===== src/rtl/ps2_defs_pkg.sv =====
// Shared definitions for the PS/2 keypad receiver: frame FSM states and the
// set-2 scan codes the decoder recognises.
package ps2_defs;

  typedef enum logic [1:0] {
    ST_IDLE,
    ST_DATA,
    ST_PARITY,
    ST_STOP
  } rx_state_e;

  localparam logic [7:0] PS2_EXT   = 8'hE0;
  localparam logic [7:0] PS2_BRK   = 8'hF0;
  localparam logic [7:0] KEY_UP    = 8'h75;
  localparam logic [7:0] KEY_DOWN  = 8'h72;
  localparam logic [7:0] KEY_LEFT  = 8'h6B;
  localparam logic [7:0] KEY_RIGHT = 8'h74;
  localparam logic [7:0] KEY_CEN   = 8'h29;

endpackage


===== src/rtl/ps2_frame_rx.sv =====
// PS/2 frame receiver: synchronises and de-glitches the keyboard lines, then
// assembles 11-bit frames, checking odd parity, stop bit and inter-bit timeout.
module ps2_frame_rx
  import ps2_defs::*;
#(
  parameter int FILTER_LEN  = 8,
  parameter int TIMEOUT_CYC = 20000
) (
  input  logic       clk,
  input  logic       main_rst,
  input  logic       ps2_clk,
  input  logic       ps2_data,
  output logic [7:0] scan_code,
  output logic       scan_valid,
  output logic       frame_err
);

  localparam int FW = $clog2(FILTER_LEN + 1);
  localparam int TW = $clog2(TIMEOUT_CYC + 1);

  logic          clk_s1, clk_s2, dat_s1, dat_s2;
  logic          filt, fall_edge, data_smp;
  logic [FW-1:0] flt_cnt;
  logic [TW-1:0] to_cnt;
  logic          timeout;

  rx_state_e     state, state_n;
  logic [2:0]    bit_cnt, bit_cnt_n;
  logic [7:0]    shift, shift_n;
  logic          par, par_n;
  logic [7:0]    code_n;
  logic          valid_n, err_n;

  // Idle-high lines: synchronisers reset to 1 so release never looks like an edge.
  // NOTE: sequential state uses non-blocking (<=) so every flop samples pre-edge values.
  always_ff @(posedge clk or negedge main_rst) begin
    if (!main_rst) begin
      clk_s1 <= 1'b1;
      clk_s2 <= 1'b1;
      dat_s1 <= 1'b1;
      dat_s2 <= 1'b1;
    end else begin
      clk_s1 <= ps2_clk;
      clk_s2 <= clk_s1;
      dat_s1 <= ps2_data;
      dat_s2 <= dat_s1;
    end
  end

  // Filtered clock moves only after FILTER_LEN consecutive disagreeing samples.
  always_ff @(posedge clk or negedge main_rst) begin
    if (!main_rst) begin
      filt      <= 1'b1;
      flt_cnt   <= '0;
      fall_edge <= 1'b0;
      data_smp  <= 1'b1;
    end else begin
      fall_edge <= 1'b0;
      if (clk_s2 != filt) begin
        if (flt_cnt == FW'(FILTER_LEN - 1)) begin
          filt      <= clk_s2;
          flt_cnt   <= '0;
          fall_edge <= ~clk_s2;
          data_smp  <= dat_s2;
        end else begin
          flt_cnt <= flt_cnt + 1'b1;
        end
      end else begin
        flt_cnt <= '0;
      end
    end
  end

  assign timeout = (state != ST_IDLE) && (to_cnt == TW'(TIMEOUT_CYC - 1));

  always_ff @(posedge clk or negedge main_rst) begin
    if (!main_rst) begin
      to_cnt <= '0;
    end else if (state == ST_IDLE || fall_edge || timeout) begin
      to_cnt <= '0;
    end else begin
      to_cnt <= to_cnt + 1'b1;
    end
  end

  // NOTE: every always_comb output gets a default first, so no path infers a latch.
  always_comb begin
    state_n   = state;
    bit_cnt_n = bit_cnt;
    shift_n   = shift;
    par_n     = par;
    code_n    = scan_code;
    valid_n   = 1'b0;
    err_n     = 1'b0;
    if (fall_edge) begin
      case (state)
        ST_IDLE: begin
          if (!data_smp) begin
            state_n   = ST_DATA;
            bit_cnt_n = '0;
          end
        end
        ST_DATA: begin
          shift_n = {data_smp, shift[7:1]};
          if (bit_cnt == 3'd7) state_n = ST_PARITY;
          else                 bit_cnt_n = bit_cnt + 1'b1;
        end
        ST_PARITY: begin
          par_n   = data_smp;
          state_n = ST_STOP;
        end
        ST_STOP: begin
          if (data_smp && ((^shift) ^ par)) begin
            code_n  = shift;
            valid_n = 1'b1;
          end else begin
            err_n = 1'b1;
          end
          state_n = ST_IDLE;
        end
        default: state_n = ST_IDLE;
      endcase
    end else if (timeout) begin
      state_n = ST_IDLE;
      err_n   = 1'b1;
    end
  end

  always_ff @(posedge clk or negedge main_rst) begin
    if (!main_rst) begin
      state      <= ST_IDLE;
      bit_cnt    <= '0;
      shift      <= '0;
      par        <= 1'b0;
      scan_code  <= 8'h00;
      scan_valid <= 1'b0;
      frame_err  <= 1'b0;
    end else begin
      state      <= state_n;
      bit_cnt    <= bit_cnt_n;
      shift      <= shift_n;
      par        <= par_n;
      scan_code  <= code_n;
      scan_valid <= valid_n;
      frame_err  <= err_n;
    end
  end

endmodule


===== src/rtl/ps2_keypad.sv =====
// PS/2 keypad front end: receives scan codes and turns E0/F0 make/break
// sequences for the arrows and space into independent key-held levels.
module ps2_keypad
  import ps2_defs::*;
#(
  parameter int FILTER_LEN  = 8,
  parameter int TIMEOUT_CYC = 20000
) (
  input  logic       clk,
  input  logic       main_rst,
  input  logic       ps2_clk,
  input  logic       ps2_data,
  output logic [7:0] scan_code,
  output logic       scan_valid,
  output logic       frame_err,
  output logic       up_k,
  output logic       down_k,
  output logic       left_k,
  output logic       right_k,
  output logic       cen_k
);

  logic ext, brk;

  ps2_frame_rx #(
    .FILTER_LEN (FILTER_LEN),
    .TIMEOUT_CYC(TIMEOUT_CYC)
  ) u_rx (
    .clk       (clk),
    .main_rst  (main_rst),
    .ps2_clk   (ps2_clk),
    .ps2_data  (ps2_data),
    .scan_code (scan_code),
    .scan_valid(scan_valid),
    .frame_err (frame_err)
  );

  // Prefix bytes only arm flags; the final byte of a sequence applies them and clears.
  always_ff @(posedge clk or negedge main_rst) begin
    if (!main_rst) begin
      ext     <= 1'b0;
      brk     <= 1'b0;
      up_k    <= 1'b0;
      down_k  <= 1'b0;
      left_k  <= 1'b0;
      right_k <= 1'b0;
      cen_k   <= 1'b0;
    end else if (scan_valid) begin
      if (scan_code == PS2_EXT) begin
        ext <= 1'b1;
      end else if (scan_code == PS2_BRK) begin
        brk <= 1'b1;
      end else begin
        if (ext  && scan_code == KEY_UP)    up_k    <= ~brk;
        if (ext  && scan_code == KEY_DOWN)  down_k  <= ~brk;
        if (ext  && scan_code == KEY_LEFT)  left_k  <= ~brk;
        if (ext  && scan_code == KEY_RIGHT) right_k <= ~brk;
        if (!ext && scan_code == KEY_CEN)   cen_k   <= ~brk;
        ext <= 1'b0;
        brk <= 1'b0;
      end
    end else if (frame_err) begin
      ext <= 1'b0;
      brk <= 1'b0;
    end
  end

endmodule


===== config.mk =====
export PLATFORM = sky130hd
export DESIGN_NAME = ps2_keypad
export DESIGN_NICKNAME = d
export VERILOG_FILES = /design/src/rtl/ps2_defs_pkg.sv /design/src/rtl/ps2_frame_rx.sv /design/src/rtl/ps2_keypad.sv
export SDC_FILE = /design/constraint.sdc
export NUM_CORES = 1
export LEC_CHECK = 0
export ABC_CLOCK_PERIOD_IN_PS = 2000
export BUFFER_PORTS_ARGS = -buffer_cell sky130_fd_sc_hd__buf_2
export CORE_MARGIN = 2
export CORE_UTILIZATION = 55
export DETAILED_ROUTE_END_ITERATION = 10
export PLACE_DENSITY = 0.8
export SLEW_MARGIN = 0
export SYNTH_ARGS = -nofsm -noshare
export SYNTH_HDL_FRONTEND = slang
export SYNTH_SLANG_ARGS = --single-unit

===== constraint.sdc =====
create_clock -name clk -period 2 [get_ports clk]
set_input_delay 0.4 -clock clk [delete_from_list [all_inputs] [get_ports clk]]
set_output_delay 0.4 -clock clk [all_outputs]
set_load 0.01 [all_outputs]

Word level (Yosys, flattened, before mapping)
Index checks and enable logic that the tools add are counted.

word-level totals
  register bits = 57
  input port bits = 4
  logic and storage cells = 107
  output and inout port bits = 15

operators by class
  multiplexer cells = 27
  bitwise logic cells = 5
  equal/unequal tests = 20
  reduce and logical (&&, ||, !) cells = 29
  add/subtract/negate cells = 3

operators with widths
  cell                                                             number
  8-bit by 7-bit == test with 1-bit output, second input constant  4
  4-bit AND reduction                                              6
  8-bit == test, second input constant                             2
  1-bit 2-to-1 mux                                                 16
  15-bit by 1-bit adder with 15-bit output, second input constant  1
  15-bit == test, second input constant                            1
  15-bit 2-to-1 mux                                                1
  2-bit AND reduction                                              5
  3-bit inequality test, second input constant                     3
  8-bit by 6-bit == test with 1-bit output, second input constant  1
  2-bit 2-to-1 mux                                                 4
  4-bit 2-to-1 mux                                                 2
  2-bit case mux with 4 select lines                               1
  2-bit nonzero test                                               4
  8-bit parity                                                     1
  1-bit logical AND                                                7
  3-bit 2-to-1 mux                                                 2
  2-bit inequality test, second input constant                     3
  3-bit case mux with 2 select lines                               1
  3-bit AND reduction                                              2
  4-bit by 1-bit adder with 4-bit output, second input constant    1
  2-bit == test, second input constant                             2
  4-bit by 3-bit == test with 1-bit output, second input constant  1
  1-bit inverter                                                   4
  8 further kinds                                                  9

Longest topological paths before layout
  word-level depth = 6
  depth in mapped cells = 7
  gate-level depth less buffers = 6

Modules after synthesis
From an unflattened synthesis, not the netlist that was laid out.

unflattened totals
  cells, all modules = 219
  area, all modules = 2,677.6 um^2

modules (own cells, without submodules)
  module        cells an instance  area an instance (um^2)  sequential area each (um^2)  instances
  ps2_frame_rx  187                2,289.7                  1,258.7                      1
  ps2_keypad    32                 387.9                    175.2                        1

Worst setup path after synthesis
No wires, ideal clock.

  path type = reg2reg
  from = register u_rx.shift[2]
  to = register u_rx.scan_code[0]
  period minus slack after synthesis = 1.799 ns
  library setup time = 0.125 ns
  buffers on the path = 0
  data required time = 1.875 ns
  data arrival time = 1.675 ns
  cell stages (with the launch flop) = 6
  path slack = 0.201 ns
  cell sequence = dfrtp_1 -> xnor2_1 -> xnor3_1 -> xnor2_2 -> nand4_4 -> mux2_2

between the ends
  word-level cells in the longest chain between the ends = 4

ends and longest elaborated chain
  item                                  RTL line             RTL
  from (decl)                           ps2_frame_rx.sv:29   logic [7:0] shift, shift_n;
  from (signal assigned)                ps2_frame_rx.sv:141  shift <= shift_n;
  8-bit parity                          ps2_frame_rx.sv:113  if (data_smp && ((^shift) ^ par)) begin
  1-bit bitwise XOR                     ps2_frame_rx.sv:113
  1-bit logical AND                     ps2_frame_rx.sv:113
  3-bit AND reduction (no source line)  n/a
  to (signal assigned)                  ps2_frame_rx.sv:143  scan_code <= code_n;
  to (decl)                             ps2_frame_rx.sv:13   output logic [7:0] scan_code,

Every way passes these cells.
A chain may end at the register's enable or synchronous reset.

Final worst setup path
  from = register u_rx.shift[4]
  to = register u_rx.scan_code[6]

Same word-level chain as after synthesis.

==> results.tsv <==
stage	metric	value	unit
yosys	Seq/Total Area, Yosys	55.7	%
critical_path	Startpoint Class	register	
global_routing	largest net degree at the start of global routing	58	
clock_tree	post-CTS resize count	0	
job	Max-Cap Viols	0	
critical_path	Crit Path Max Fanout	5	
timing	min Tclk post-route	1920	ps
cells_and_area	layout cells sized above 1	25.3	%
yosys	synth warn	0	
floorplanning	die span in y	72.4	um
timing	Slew Viols, Final	0	
power	pwr/cell area	844	nW/um2
cells_and_area	ant diodes	0	
min_path	Hold Path Class	in -> async	
cells_and_area	# fillers	337	
global_routing	GRT Util Overall	18.8	%
timing	Max-slew headroom	68.3	%
yosys	Compound-Gate Fraction of Synth Area	4.52	%
clock_tree	Reg clk slew, reported paths	70	ps
yosys	Yosys reg bits	57	
status	run status	finished clean	
detailed_routing	final wirelength	4.29	mm
yosys	adder-cell share of the synthesized area	4.37	%
floorplanning	Starting Density	58.0	%
clock_tree	Setup Fix Bufs, Post-CTS	0	
clock_tree	CTS Buffer Depth	2	
timing	Peak Freq	521	MHz
detailed_routing	Initial DRC Count	81	
yosys	FFs w/ async S/R, synth	100	%
critical_path	CP Class	reg -> reg	
clock_tree	CTS Sinks	57	
place	dpl hpwl	2.76	mm
detailed_routing	DRC	0	
clock_tree	CTS tree	built	
global_routing	global-route wire length before repair	7.29	mm
yosys	mux contribution to synthesized area	9.47	%
yosys	Synth Flop Type	dfrtp_1	
yosys	post-synthesis simple-gate area fraction	16.2	%
floorplanning	Top-Level Pins	19	
detailed_routing	antenna-violating nets left	0	
place	I/O Buffers	18	
power	total chip power	0.00255	W
clock_tree	Post-CTS Hold Fix Bufs	0	
detailed_routing	Vias	1687	
critical_path	Data required, critical path	2220	ps
critical_path	R2R depth	5	
cells_and_area	most common cell after layout, fill and taps aside	dfrtp_1	
critical_path	nature of the critical path endpoint	register	
clock_tree	clk_lat worst skew	340	ps
global_routing	gr ovfl total	0	
cells_and_area	Synth-to-Final Area Change	17.0	%
timing	setup TNS	0	ps
detailed_routing	Initial DRT Pass Iterations	4	
yosys	largest family of logic cells by synthesized area	simple AND/OR/NAND/NOR gates	
critical_path	Arr. time, crit path	2140	ps
yosys	Mean Syn Cell Area	11.7	um2
timing	Tightest Pin Transition	472	ps
timing	Hold Fails Final Rpt	0	
floorplanning	cell row count	24	
place	RD Place Congestion	0.832	
yosys	post-synthesis xor/xnor area fraction	8.31	%
cells_and_area	Final Net Count	265	
yosys	Post-Syn Area	2580	um2
floorplanning	Die ar.	5250	um2
clock_tree	H-tree Lvls	3	
cells_and_area	most frequent cells in the layout	dfrtp_1, nor2_1, nand2_1	
yosys	Netlist cell types	34	
yosys	Mapped Cells	221	
yosys	Post-synth EDFFs	0	
detailed_routing	routed vias/inst	5.46	
power	Leakage	1.42	nW
floorplanning	CORE AREA	4440	um2
floorplanning	die span in x	72.4	um
global_routing	vias in the first global route	1615	
global_routing	initial antenna violation count	0	
timing	# setup viols final	0	
power	maximum VDD drop	0.000675	V
yosys	Syn Nets	234	
clock_tree	CTS buffer count	9	
clock_tree	CTS root buffer	clkbuf_8	
detailed_routing	DR WL/cell	13.9	um
timing	Final period util	95.9	%
timing	clk_skew	13.5	ps
[registers in the layout, summed over array words and instances (netlist names), 2 cells and up]
signal and cells:
u_rx.bit_cnt 3, u_rx.flt_cnt 4, u_rx.scan_code 8, u_rx.shift 8
u_rx.state 2, u_rx.to_cnt 15
[cell type report]
class                   instances  area, um2  share of cell area [%]
flip-flops and latches         57       1440                    47.6
multi-input cells             155       1140                    38.0
clock buffers                  13        149                    4.94
repair buffers                 21        125                    4.15
clock inverters                 3       65.1                    2.16
well taps                      52       65.1                    2.16
inverters                       8       30.0                   0.996
[worst max-delay path, cell delays in order, from the launching register on]
cell and delay [ps]:
dfrtp_2 440, xnor2_2 150, xnor3_2 470, xnor2_4 250, nand4_4 170, mux2_2 320
[synth_stat cells, types with 6 or more instances]
library cell | count | area [um2]
a21oi_1 | 6 | 30.0
dfrtp_1 | 51 | 1280
dfstp_2 | 6 | 158
ha_1 | 9 | 113
inv_1 | 8 | 30.0
mux2_2 | 19 | 214
nand2_1 | 20 | 75.1
nand3_1 | 7 | 35.0
nor2_1 | 23 | 86.3
nor3_1 | 7 | 35.0
o21ai_0 | 6 | 30.0
xnor2_1 | 12 | 105
xor2_1 | 8 | 70.1
[power by group]
part,leakage (nW),switching (W),internal [W]
logic,0.544,0.0000706,0.0000594
clock network,0.108,0.000427,0.000735
registers,0.771,0.0000431,0.00121
total,1.42,0.000541,0.00200
[per-stage QoR]
| stage | setup slack, ps | instances | hold slack (ps) | utilization (%) | instance area, um2 |
|---|---|---|---|---|---|
| 2_1_floorplan | 201 | 221 | 104 | - | 2580 |
| 3_3_place_gp | 99.1 | 292 | 347 | 62.0 | 2760 |
| 3_5_place_dp | 76.8 | 292 | 348 | 62.0 | 2760 |
| 4_1_cts | 66.2 | 308 | 52.2 | 66.9 | 2970 |
| 5_1_grt | -8.09 | 309 | 63.5 | 67.8 | 3010 |
| 6_report | 81.6 | 309 | 38.7 | 67.8 | 3010 |
[final timing paths]
| path | from | slack [ps] | endpoint |
|---|---|---|---|
| max reg2reg | u_rx.shift[4] | 80 | u_rx.scan_code[6] |
| max | u_rx.shift[4] | 80 | u_rx.scan_code[6] |
| min | main_rst | 40 | down_k |
| max in group asynchronous | main_rst | 1650 | u_rx.dat_s2 |
| min in group clk | ps2_clk | 160 | u_rx.clk_s1 |
| min reg2reg | u_rx.dat_s1 | 360 | u_rx.dat_s2 |
[cell families after synthesis]
| kind of cell | count (synthesis) |
|---|---|
| buffers and inverters | 10 |
| AO/OA/AOI/OAI | 19 |
| adder cells (fa/ha/maj) | 9 |
| AND/OR/NAND/NOR | 82 |
| multiplexers | 22 |
| XOR/XNOR | 22 |
| flip-flops | 57 |
[layer usage]
metal  routed length (um)  global-route usage, %  vias to the layer above
li1                     -                      -                      837
met1                 1960                   24.4                      815
met2                 2060                   27.9                       27
met3                  188                   6.53                        8
met4                   83                   9.88                        0
met5                    0                      0                        -
Power figures use the tool's default switching activity.
